File: config.mk
export PLATFORM = sky130hd
export DESIGN_NAME = controlador_cajero
export DESIGN_NICKNAME = d
export VERILOG_FILES = /design/src/rtl/controlador_cajero.sv
export SDC_FILE = /design/constraint.sdc
export NUM_CORES = 1
export LEC_CHECK = 0
export CAP_MARGIN = 25
export CORE_MARGIN = 8
export CORE_UTILIZATION = 23
export CTS_BUF_LIST = sky130_fd_sc_hd__clkbuf_4 sky130_fd_sc_hd__clkbuf_8 sky130_fd_sc_hd__clkbuf_16
export DETAILED_ROUTE_END_ITERATION = 8
export GPL_TIMING_DRIVEN = 0
export PLACE_DENSITY_LB_ADDON = 0.2
export SETUP_SLACK_MARGIN = 0.3
export SLEW_MARGIN = 10
export SYNTH_ARGS = -nofsm -noshare
export SYNTH_HDL_FRONTEND = slang
export SYNTH_SLANG_ARGS = --single-unit
File: constraint.sdc
create_clock -name clk -period 5.84 [get_ports clk]
set_input_delay 1.168 -clock clk [delete_from_list [all_inputs] [get_ports clk]]
set_output_delay 1.168 -clock clk [all_outputs]
set_load 0.02 [all_outputs]
File: src/rtl/controlador_cajero.sv
// controlador_cajero: ATM card-session controller holding one account balance.
// Checks a 4-digit BCD PIN, counts failed attempts up to a lock-out, and runs
// one deposit or withdrawal per card session, with an optional per-transaction fee.
//
// Ports:
//   clk, rst              clock; synchronous active-high reset
//   tarjeta_recibida      card present (level)
//   tipo_tarjeta          1 = fee-charging card (latched at session start)
//   pin[15:0]             correct PIN, 4 BCD digits, [15:12] entered first
//   digito, digito_stb    entered digit and its strobe (edge-detected)
//   tipo_transaccion      0 = deposit, 1 = withdrawal (sampled with monto)
//   monto, monto_stb      amount and its strobe (edge-detected)
//   balance_actualizado   pulse: balance written
//   entregar_dinero       pulse: withdrawal granted
//   fondos_insuficientes  pulse: withdrawal rejected
//   pin_incorrecto        pulse: wrong PIN
//   advertencia, bloqueo  levels: 2nd / 3rd wrong PIN
//   comision              pulse: fee deducted
//   saldo                 current balance
module controlador_cajero #(
  parameter longint unsigned BALANCE_INICIAL = 50000,
  parameter int unsigned     COMISION_MONTO  = 100,
  parameter int unsigned     ANCHO_BALANCE   = 64
) (
  input  logic                     clk,
  input  logic                     rst,
  input  logic                     tarjeta_recibida,
  input  logic                     tipo_tarjeta,
  input  logic [15:0]              pin,
  input  logic [3:0]               digito,
  input  logic                     digito_stb,
  input  logic                     tipo_transaccion,
  input  logic [31:0]              monto,
  input  logic                     monto_stb,
  output logic                     balance_actualizado,
  output logic                     entregar_dinero,
  output logic                     fondos_insuficientes,
  output logic                     pin_incorrecto,
  output logic                     advertencia,
  output logic                     bloqueo,
  output logic                     comision,
  output logic [ANCHO_BALANCE-1:0] saldo
);

  localparam int unsigned W  = ANCHO_BALANCE;
  localparam int unsigned WX = ANCHO_BALANCE + 1;

  typedef enum logic [2:0] {
    IDLE,
    PIN,
    CHECK,
    TRANS,
    EXEC,
    FIN,
    BLOQUEO
  } estado_t;

  estado_t         estado_q, estado_d;
  logic            dstb_q, dstb_d;
  logic            mstb_q, mstb_d;
  logic [15:0]     pin_ref_q, pin_ref_d;
  logic            tipo_tarj_q, tipo_tarj_d;
  logic [15:0]     digitos_q, digitos_d;
  logic [1:0]      cuenta_q, cuenta_d;
  logic [1:0]      intentos_q, intentos_d;
  logic            advert_q, advert_d;
  logic            bloq_q, bloq_d;
  logic            tipo_tx_q, tipo_tx_d;
  logic [31:0]     monto_q, monto_d;
  logic [W-1:0]    saldo_q, saldo_d;
  logic            bal_act_q, bal_act_d;
  logic            entregar_q, entregar_d;
  logic            fondos_q, fondos_d;
  logic            pin_inc_q, pin_inc_d;
  logic            comision_q, comision_d;

  logic            dig_ev, mon_ev;
  logic [WX-1:0]   fee;
  logic [WX-1:0]   suma;
  logic [WX-1:0]   dif;
  logic [W-1:0]    deposito_res;
  logic [WX-1:0]   necesario;
  logic            retiro_ok;
  logic [W-1:0]    retiro_res;

  always_comb begin
    dig_ev = digito_stb & ~dstb_q;
    mon_ev = monto_stb & ~mstb_q;

    fee = tipo_tarj_q ? WX'(COMISION_MONTO) : '0;

    // Deposit in W+1 bits: floor at 0 when the fee exceeds saldo+monto,
    // saturate when the carry bit of the result is set.
    suma = WX'(saldo_q) + WX'(monto_q);
    dif  = suma - fee;
    if (suma < fee) begin
      deposito_res = '0;
    end else if (dif[W]) begin
      deposito_res = '1;
    end else begin
      deposito_res = dif[W-1:0];
    end

    necesario  = WX'(monto_q) + fee;
    retiro_ok  = ({1'b0, saldo_q} >= necesario);
    retiro_res = saldo_q - necesario[W-1:0];
  end

  always_comb begin
    estado_d    = estado_q;
    dstb_d      = digito_stb;
    mstb_d      = monto_stb;
    pin_ref_d   = pin_ref_q;
    tipo_tarj_d = tipo_tarj_q;
    digitos_d   = digitos_q;
    cuenta_d    = cuenta_q;
    intentos_d  = intentos_q;
    advert_d    = advert_q;
    bloq_d      = bloq_q;
    tipo_tx_d   = tipo_tx_q;
    monto_d     = monto_q;
    saldo_d     = saldo_q;
    bal_act_d   = 1'b0;
    entregar_d  = 1'b0;
    fondos_d    = 1'b0;
    pin_inc_d   = 1'b0;
    comision_d  = 1'b0;

    unique case (estado_q)
      IDLE: begin
        if (tarjeta_recibida) begin
          pin_ref_d   = pin;
          tipo_tarj_d = tipo_tarjeta;
          cuenta_d    = '0;
          estado_d    = PIN;
        end
      end
      PIN: begin
        if (!tarjeta_recibida) begin
          estado_d = IDLE;
        end else if (dig_ev) begin
          digitos_d = {digitos_q[11:0], digito};
          cuenta_d  = cuenta_q + 2'd1;
          if (cuenta_q == 2'd3) estado_d = CHECK;
        end
      end
      CHECK: begin
        if (!tarjeta_recibida) begin
          estado_d = IDLE;
        end else if (digitos_q == pin_ref_q) begin
          intentos_d = '0;
          advert_d   = 1'b0;
          estado_d   = TRANS;
        end else begin
          pin_inc_d  = 1'b1;
          intentos_d = intentos_q + 2'd1;
          if (intentos_d == 2'd2) advert_d = 1'b1;
          if (intentos_d == 2'd3) begin
            bloq_d   = 1'b1;
            estado_d = BLOQUEO;
          end else begin
            cuenta_d = '0;
            estado_d = PIN;
          end
        end
      end
      TRANS: begin
        if (!tarjeta_recibida) begin
          estado_d = IDLE;
        end else if (mon_ev) begin
          tipo_tx_d = tipo_transaccion;
          monto_d   = monto;
          estado_d  = EXEC;
        end
      end
      // Captured transaction is committed one cycle after capture so that
      // saldo and every pulse register update on the same edge.
      EXEC: begin
        if (!tipo_tx_q) begin
          saldo_d    = deposito_res;
          bal_act_d  = 1'b1;
          comision_d = (fee != '0);
        end else if (retiro_ok) begin
          saldo_d    = retiro_res;
          bal_act_d  = 1'b1;
          entregar_d = 1'b1;
          comision_d = (fee != '0);
        end else begin
          fondos_d   = 1'b1;
        end
        estado_d = FIN;
      end
      FIN: begin
        if (!tarjeta_recibida) estado_d = IDLE;
      end
      BLOQUEO: begin
        estado_d = BLOQUEO;
      end
      default: estado_d = IDLE;
    endcase
  end

  always_ff @(posedge clk) begin
    if (rst) begin
      estado_q    <= IDLE;
      dstb_q      <= 1'b0;
      mstb_q      <= 1'b0;
      pin_ref_q   <= '0;
      tipo_tarj_q <= 1'b0;
      digitos_q   <= '0;
      cuenta_q    <= '0;
      intentos_q  <= '0;
      advert_q    <= 1'b0;
      bloq_q      <= 1'b0;
      tipo_tx_q   <= 1'b0;
      monto_q     <= '0;
      saldo_q     <= W'(BALANCE_INICIAL);
      bal_act_q   <= 1'b0;
      entregar_q  <= 1'b0;
      fondos_q    <= 1'b0;
      pin_inc_q   <= 1'b0;
      comision_q  <= 1'b0;
    end else begin
      estado_q    <= estado_d;
      dstb_q      <= dstb_d;
      mstb_q      <= mstb_d;
      pin_ref_q   <= pin_ref_d;
      tipo_tarj_q <= tipo_tarj_d;
      digitos_q   <= digitos_d;
      cuenta_q    <= cuenta_d;
      intentos_q  <= intentos_d;
      advert_q    <= advert_d;
      bloq_q      <= bloq_d;
      tipo_tx_q   <= tipo_tx_d;
      monto_q     <= monto_d;
      saldo_q     <= saldo_d;
      bal_act_q   <= bal_act_d;
      entregar_q  <= entregar_d;
      fondos_q    <= fondos_d;
      pin_inc_q   <= pin_inc_d;
      comision_q  <= comision_d;
    end
  end

  assign balance_actualizado  = bal_act_q;
  assign entregar_dinero      = entregar_q;
  assign fondos_insuficientes = fondos_q;
  assign pin_incorrecto       = pin_inc_q;
  assign advertencia          = advert_q;
  assign bloqueo              = bloq_q;
  assign comision             = comision_q;
  assign saldo                = saldo_q;

endmodule

Word level (Yosys, flattened, before mapping)
Cells that the tools add are included.
{ "word_totals": {"register_bits": 146, "mem_bits_rw": 0, "latch_bits": 0, "out_inout_bits": 71, "romBits": 0, "mem_count": 0} }
{ "classes": {"n_shift": 0, "div_mod_pow": 0, "add_sub_neg": 6, "n_eq_ne": 21, "mux": 32, "multipliers": 0, "bitwise": 9, "n_reduce_logical": 16, "order_cmp": 2} }
{ "ops": {"columns": ["op", "count"], "rows": [
  ["64-bit 2-to-1 mux", 4],
  ["64-bit by 32-bit adder with 65-bit output", 1],
  ["65-bit by 7-bit < comparator with 1-bit output", 1],
  ["65-bit nonzero test", 1],
  ["65-bit by 7-bit subtractor with 65-bit output", 1],
  ["64-bit by 33-bit >= comparator with 1-bit output", 1],
  ["64-bit by 33-bit subtractor with 64-bit output", 1],
  ["32-bit by 7-bit adder with 33-bit output", 1],
  ["3-bit 2-to-1 mux", 10],
  ["3-bit case mux with 7 select lines", 1],
  ["16-bit equality test", 1],
  ["2-bit 2-to-1 mux", 7],
  ["2-bit != test, second input constant", 7],
  ["3-bit equality test, second input constant", 3],
  ["3-bit != test, second input constant", 3],
  ["3-bit AND reduction", 3],
  ["1-bit 2-to-1 mux", 8],
  ["7-bit 2-to-1 mux", 1],
  ["1-bit NOT", 7],
  ["7-bit AND reduction", 1],
  ["2-bit equality test, second input constant", 3],
  ["3-bit by 2-bit equality test with 1-bit output, second input constant", 2],
  ["2-bit case mux with 3 select lines", 1],
  ["2-bit AND reduction", 3],
  ["other kinds (11)", 14]
]} }

Depth between registers and ports, before layout
Gate-level depths: netlist (run 1).
{ "depth": {"word_depth": 6, "ltp_mapped": 25} }

Worst setup path before layout (run 1)
Ideal clock, no wire load.
{ "synth_path": {"path_kind": "register to register", "from": "register tipo_tarj_q", "to": "register saldo_q[63] (netlist: saldo[63])", "required_time_ns": 5.715, "setup_time_ns": 0.125, "stages_incl_launch_ff": 23, "t_arrival_ns": 4.918, "n_path_buf": 0, "path_slack_ns": 0.797, "synth_period_minus_slack_ns": 5.043, "cell_sequence": "dfxtp_1 -> ha_1 -> ha_1 -> a31oi_1 -> nor2b_1 -> o21bai_1 -> nor2_1 -> and3_1 -> nand3_1 -> xor2_1 -> ha_1 -> a21oi_1 -> o21bai_1 -> a21o_1 -> a21o_1 -> a2111oi_0 -> nor4b_1 -> nand2_1 -> or4_1 -> and2_0 -> o21ai_0 -> o21a_1 -> o2bb2ai_1"} }
{ "synth_via": {"elab_chain_len": 5, "elab_cells_between_ends": 12, "cone_classes": "add/sub (3); order compare (2); eq/ne (1); mux (5); reduce/logical (1)"} }
{ "synth_rtl": {"columns": ["element", "line_no", "rtl"], "rows": [
  ["start, declared", "62", "logic tipo_tarj_q, tipo_tarj_d;"],
  ["start signal, assigned", "228", "tipo_tarj_q <= tipo_tarj_d;"],
  ["7-bit 2-to-1 mux *", "90", "fee = tipo_tarj_q ? WX'(COMISION_MONTO) : '0;"],
  ["32-bit by 7-bit adder with 33-bit output / 65-bit by 7-bit subtractor with 65-bit output (equally long branches)", "104, 95", null],
  ["64-bit by 33-bit subtractor with 64-bit output, or another cell as far along", "106", "retiro_res = saldo_q - necesario[W-1:0];"],
  ["64-bit 2-to-1 mux, or another cell as far along", "183", "end else if (retiro_ok) begin"],
  ["64-bit 2-to-1 mux / 2-bit AND reduction (equally long branches)", null, null],
  ["end signal, assigned", "217", "saldo_q <= W'(BALANCE_INICIAL);"],
  ["end signal, assigned", "236", "saldo_q <= saldo_d;"],
  ["end, declared", "70", "logic [W-1:0] saldo_q, saldo_d;"]
]} }
Every way passes the cells marked *; elsewhere a longest branch is shown, timed or not. The select of a mux whose other input is x is not followed.
A chain may end at the register's enable or synchronous reset.

Worst setup path after layout (run 1)
{ "layout_path": {"from": "register saldo_q[48] (netlist: saldo[48])", "to": "register saldo_q[0] (netlist: saldo[0])"} }
{ "layout_via": {"elab_chain_len": 5, "elab_cells_between_ends": 9, "cone_classes": "add/sub (2); order compare (2); eq/ne (1); mux (3); reduce/logical (1)"} }
{ "layout_rtl": {"columns": ["element", "line_no", "rtl"], "rows": [
  ["64-bit by 32-bit adder with 65-bit output", "94", "suma = WX'(saldo_q) + WX'(monto_q);"],
  ["65-bit by 7-bit subtractor with 65-bit output", "95", "dif = suma - fee;"],
  ["64-bit 2-to-1 mux", "98", "end else if (dif[W]) begin"],
  ["64-bit 2-to-1 mux", "96", "if (suma < fee) begin"],
  ["64-bit 2-to-1 mux", "179", "if (!tipo_tx_q) begin"]
]} }
Parallel ways exist; a longest one is shown, timed or not.

==> out/metrics.csv, run 1 <==
metric,value,unit
num_rows,89,
finalMaxSlewViolations,0,
fin_crit,5.43,ns
cpMaxStageDelayCell,nor4_1,
ant_nets,0,
hold_viol_final,0,
syn_inst,1908,
syn2layout_area_growth,27.8,%
clk_path_buf_depth,2,
ir_worst_vdd,0.223,mV
worstMarginPinSlew,1.06,ns
area.sequential,0.00294,sq mm
drt-vias-per-instance,5.29,
path_buf_inv,3,
relSlewSlack,29.1,%
synth.top_cell.area_share,21.3,%
layout-drive-gt1-share,11.3,%
dr_total_vias,15300,
power.leakage,0.00687,uW
synth_edf_count,0,
num-fill-cells,6479,
grt_pass1_wl,95000,um
p_seq_share,40.3,%
maxCapViolations,0,
htreeDepth,4,
layout_common_cells,"266 x nand2_1, 173 x a21oi_1, 143 x nor2_1",
rsz0062_at_grt,true,
synth_ff_type,dfxtp_1,
critPathCaptureType,flip-flop,
antenna_found_initial,1,
clock_sinks,146,
cts_inserted_buffers,17,
layout_commonest_cell,nand2_1,
worst_ep_required_time,6.18,ns
wirelength,64400,um
min_period_over_period,93.0,%
insertion_delay,0.51,ns
power.switching,799,uW
comb_power_share,12.8,%
hpwl,50400,um
worstPathCellList,clkbuf_1 -> nand4_1 -> nor4_1 -> nand2_1 -> a2111oi_2 -> nor3_1 -> nor4b_4 -> nand4_1 -> nor2b_2 -> a31oi_1 -> and2_1 -> buf_6 -> clkbuf_4 -> nand2_2 -> o221ai_1,
powerDensity,144,mW/mm^2
yosys.cell_types.count,92,
die_area,0.0679,sq mm
power.total,2530,uW
startpoint_type,flip-flop,
crit_top_cell,nand4_1,
wl_per_cell,22.3,um
critical-path-max-stage-delay,0.68,ns
layout.nets,2244,
crit_family,simple AND/OR/NAND/NOR gates,
hold_class,reg2reg,
crit_arrival,5.77,ns
start_util,23.3,%
design_area,0.0176,sq mm
design.portCount,130,
cts-root-buf,clkbuf_16,
place_congestion,0.953,
final-setup-viol-count,0,
multiInputGateArea,0.0107,sq mm
p_int,1730,uW
drt_first_pass_iters,7,
syn_area,0.0138,sq mm
port_buffers,129,
drc,0,
yosysWarnings,0,
skew,0.0202,ns
grt_max_degree,20,
avgSynthCellArea,7.21,sq um
synth_nets,2045,
coreArea,0.0590,sq mm
crit_type,reg2reg,
n_antenna_cell,0,
synth-seq-area-share,21.3,%
cts_hold_buf,0,
path_max_fanout,10,
dpl-instance-area,0.0160,sq mm
outcome,"finished, final reports clean",
p_clk_share,46.9,%
yosys.area.top_type,dfxtp_1,
synthTopCellsByArea,"dfxtp_1 21%, nand2_1 7.4%, ha_1 6.9%",
first_global_vias,14800,
fp.dieW,261,um
fmax,184,MHz
ys_ff_latch,146,
gr-total-overflow,0,
swShare,31.5,%
grt_util_all_layers,18.6,%
path_clk_slew,0.08,ns
drtIter0Drc,1248,
cts_tree,yes,
fp.dieH,261,um
async_flop_share,0,%
[cells in the mapped netlist (5+ instances only)]
cell,number
a22oi_1,31
a31oi_1,25
a2111oi_0,6
o21bai_1,8
ha_1,76
nor3_1,56
nor4_1,24
or3_1,20
a31o_2,7
dfxtp_1,146
o21ai_0,91
o31ai_1,9
o21a_1,18
a211oi_1,42
clkbuf_1,82
a311oi_1,6
mux2i_1,9
o211ai_1,14
a21oi_1,179
xor2_1,98
nand3b_1,7
and2_1,19
nand2_1,270
or4_1,7
a21o_1,44
inv_1,34
nor2_1,149
a21boi_0,5
a2bb2oi_1,5
nand2b_1,25
xnor2_1,87
and4_1,8
nor2b_1,21
nand4_1,27
a211o_1,14
nor3b_1,9
and3_1,35
o21ai_1,9
buf_2,21
nand3_1,68
or2_2,11
[stage by stage]
stage	hold slack (ns)	worst slack (ns)	cells	TNS, ns	util (%)
4_1_cts	0.472	0.309	2876	0	29.1
3_5_place_dp	0.460	-1.78	2814	-89.05	27.2
2_1_floorplan	0.448	0.797	1908	0	-
5_1_grt	0.494	0.266	2893	0	29.8
6_report	0.468	0.409	2893	0	29.8
3_3_place_gp	0.455	-2.33	2810	-93.92	27.1
[state kept, by name (all words and copies together), names as in the netlist]
name / cells
advertencia: 1
balance_actualizado: 1
bloqueo: 1
comision: 1
cuenta_q: 2
digitos_q: 16
dstb_q: 1
entregar_dinero: 1
estado_q: 3
fondos_insuficientes: 1
intentos_q: 2
monto_q: 32
mstb_q: 1
pin_incorrecto: 1
pin_ref_q: 16
saldo: 64
tipo_tarj_q: 1
tipo_tx_q: 1
[kinds of logic after synthesis]
kind of cell	synth area share, %
buffers and inverters	4.37
AO/OA/AOI/OAI	26.1
flip-flops	21.3
AND/OR/NAND/NOR	28.3
multiplexers	0.983
adder cells (fa/ha/maj)	7.21
XOR/XNOR	11.8
[repair_timing]
item | 4_1_cts | 5_1_grt
setup endpoints to repair | 67 | 65
resized for setup | 75 | 65
pin swaps | 9 | 23
buffers inserted | 30 | 14
[worst paths after layout]
path / from / endpoint / slack [ns] / cells after the start
setup / recovery: saldo[48] / saldo[0] / 0.41 / 15
hold reg to reg: digitos_q[15] / digitos_q[15] / 0.47 / 2
hold / removal: digitos_q[15] / digitos_q[15] / 0.47 / 2
setup reg to reg: saldo[48] / saldo[0] / 0.41 / 15
[metal layers]
metal	part of all wire, %	up-vias	GRT usage, %
li1	-	7302	-
met1	44	7384	24.0
met2	46	505	30.3
met3	6.5	100	3.47
met4	3.7	0	7.32
met5	0	-	0
[tightest hold or removal path, delay by kind of cell, from the launching register on]
family           cells  cell delay [ns]
AO/OA/AOI/OAI        1             0.05
flip-flops           1             0.32
AND/OR/NAND/NOR      1             0.05
[cell type report]
type                    instances  area share, %
inverters                      35          0.790
well taps                     773           5.50
flip-flops and latches        146           16.7
repair buffers                180           9.76
clock buffers                  17           2.42
multi-input cells            1616           60.8
clock inverters                15           1.20
plain buffers                 111           2.84
[power by group through the flow]
stage               logic [uW]  registers (uW)  clock network [uW]
CTS                        311            1020                1230
global placement           283            1040                   0
detailed placement         285            1040                   0
global route               353            1020                1260
finish                     325            1020                1190
floorplan                  161            1040                   0
Note: power is estimated with default switching activity, not from simulation.
==> inputs of run 2 (changes only) <==
CORE_UTILIZATION = 60   (was 23)
==> run 2 against run 1 <==
Sequential share of layout area rose by 1.0 points; the flow now finishes with violations (design-rule violations); worst hold slack gained 0.014 ns; wire length fell by 9.1%.
==> out/metrics.csv, run 2 (synthesis gave the netlist of run 1 again) <==
metric,value,unit
place_ws,-1.24,ns
drtIter0Drc,3215,
worst_ep_required_time,6.17,ns
htreeDepth,4,
cts_hold_buf,0,
min_period_over_period,95.5,%
hpwl,43100,um
hold_class,reg2reg,
final-setup-viol-count,0,
path_max_fanout,10,
power.total,2500,uW
worstPathCellList,ha_1 -> fa_1 -> a211oi_2 -> o21bai_2 -> a221o_1 -> and3_4 -> o211ai_2 -> a211oi_1 -> nor4b_2 -> nand3_2 -> nor4_4 -> buf_4 -> a31oi_1 -> clkbuf_2 -> nand2_1 -> o21a_1 -> a21oi_1,
crit_arrival,5.90,ns
fmax,179,MHz
met2WireLength,23900,um
fp.dieH,167,um
place_congestion,1.05,
coreArea,0.0226,sq mm
path_buf_inv,2,
clock_sinks,146,
n_antenna_cell,0,
port_buffers,129,
antenna_found_initial,1,
grt_max_degree,19,
cts_inserted_buffers,17,
grt_pass1_wl,86700,um
skew,0.0178,ns
fin_setup_tns,0,ns
fin_ws,0.264,ns
wl_per_cell,24.6,um
met3_length,8630,um
num_rows,55,
clk_path_buf_depth,2,
drc,26,
cpMaxStageDelayCell,nor4b_2,
ant_nets,0,
num-fill-cells,1738,
dr_total_vias,16600,
violations,design-rule violations,
path_clk_slew,0.08,ns
layout_commonest_cell,nand2_1,
outcome,finished with violations,
drt_first_pass_iters,9,
critical-path-max-stage-delay,0.64,ns
power.leakage,0.00674,uW
fp.dieW,167,um
drt-vias-per-instance,7.00,
startpoint_type,flip-flop,
first_global_vias,15300,
design.portCount,130,
die_area,0.0280,sq mm
rsz0062_at_grt,false,
worstMarginPinSlew,1.25,ns
gr-total-overflow,0,
instances_no_fill,2376,
crit_type,reg2reg,
top_layer_used,met5,
maxCapViolations,0,
start_util,60.9,%
syn2layout_area_growth,20.6,%
finalMaxSlewViolations,0,
fin_crit,5.58,ns
critPathCaptureType,flip-flop,
m1WireLength,21900,um
crit_family,compound AO/OA/AOI/OAI gates,
numPlacedInstances,2323,
powerDensity,151,mW/mm^2
ir_worst_vdd,0.171,mV
largest_reg_flops,64,
layout-drive-gt1-share,9.13,%
layout_common_cells,"268 x nand2_1, 174 x a21oi_1, 145 x nor2_1",
wirelength,58500,um
grt_util_all_layers,39.2,%
relSlewSlack,16.6,%
fin_util,73.5,%
insertion_delay,0.45,ns
layout.nets,2215,
cts-root-buf,clkbuf_16,
cts_tree,yes,
hold_viol_final,0,
[run 2: changes by cell type in the layout (fill, tap and decap cells not counted), sizes merged]
cell / change
buf: -33
clkbuf: +5
clkinv: -3
inv: +3
dlymetal6s2s: -1
[run 2: power breakdown]
group | switching [uW] | internal [uW] | leakage (uW) | total [uW]
combinational | 174 | 123 | 0.00527 | 297
sequential | 14.9 | 1010 | 0.00118 | 1020
clock | 597 | 584 | 0.000290 | 1180
[run 2: final timing paths]
check,from,endpoint,slack (ns),cells past startpoint
worst max-delay path,saldo[0],saldo[42],0.26,17
worst min-delay path,pin_ref_q[5],pin_ref_q[5],0.48,2
worst max register to register,saldo[0],saldo[42],0.26,17
worst min register to register,pin_ref_q[5],pin_ref_q[5],0.48,2
[run 2: worst register-to-register path: cells and delay by family, from the launching register on]
family,cells,cell delay [ns]
AOI/OAI and AO/OA,8,1.94
DFF,1,0.41
buffers and inverters,2,0.59
adders and majority gates,2,0.71
and+or+nand+nor,5,1.82
[run 2: metal layers]
metal | track usage, % | up-vias
met3 | 11.1 | 355
met2 | 58.1 | 1361
met1 | 50.2 | 7664
li1 | - | 7256
met5 | 0 | -
met4 | 22.0 | 2
[run 2: metrics by stage]
step	cell area [sq um]	hold slack [ns]
final	16600	0.482
after CTS	16300	0.477
after detailed placement	15400	0.458
after global placement	15400	0.455
after floorplan	13800	0.448
after global routing	16600	0.493
[run 2: cell type report]
class                   count  area (sq um)  area share, %
multi-input cells        1616         10600           63.8
clock inverters            15           189           1.14
plain buffers             111           500           3.02
inverters                  35           131          0.792
well taps                 285           357           2.15
repair buffers            151          1470           8.84
clock buffers              17           425           2.56
flip-flops and latches    146          2940           17.7
[run 2: what timing repair did]
item	CTS	global route
buffers inserted	11	9
gates resized for setup	43	74
endpoints found under the setup margin	66	65
pin swaps	4	9
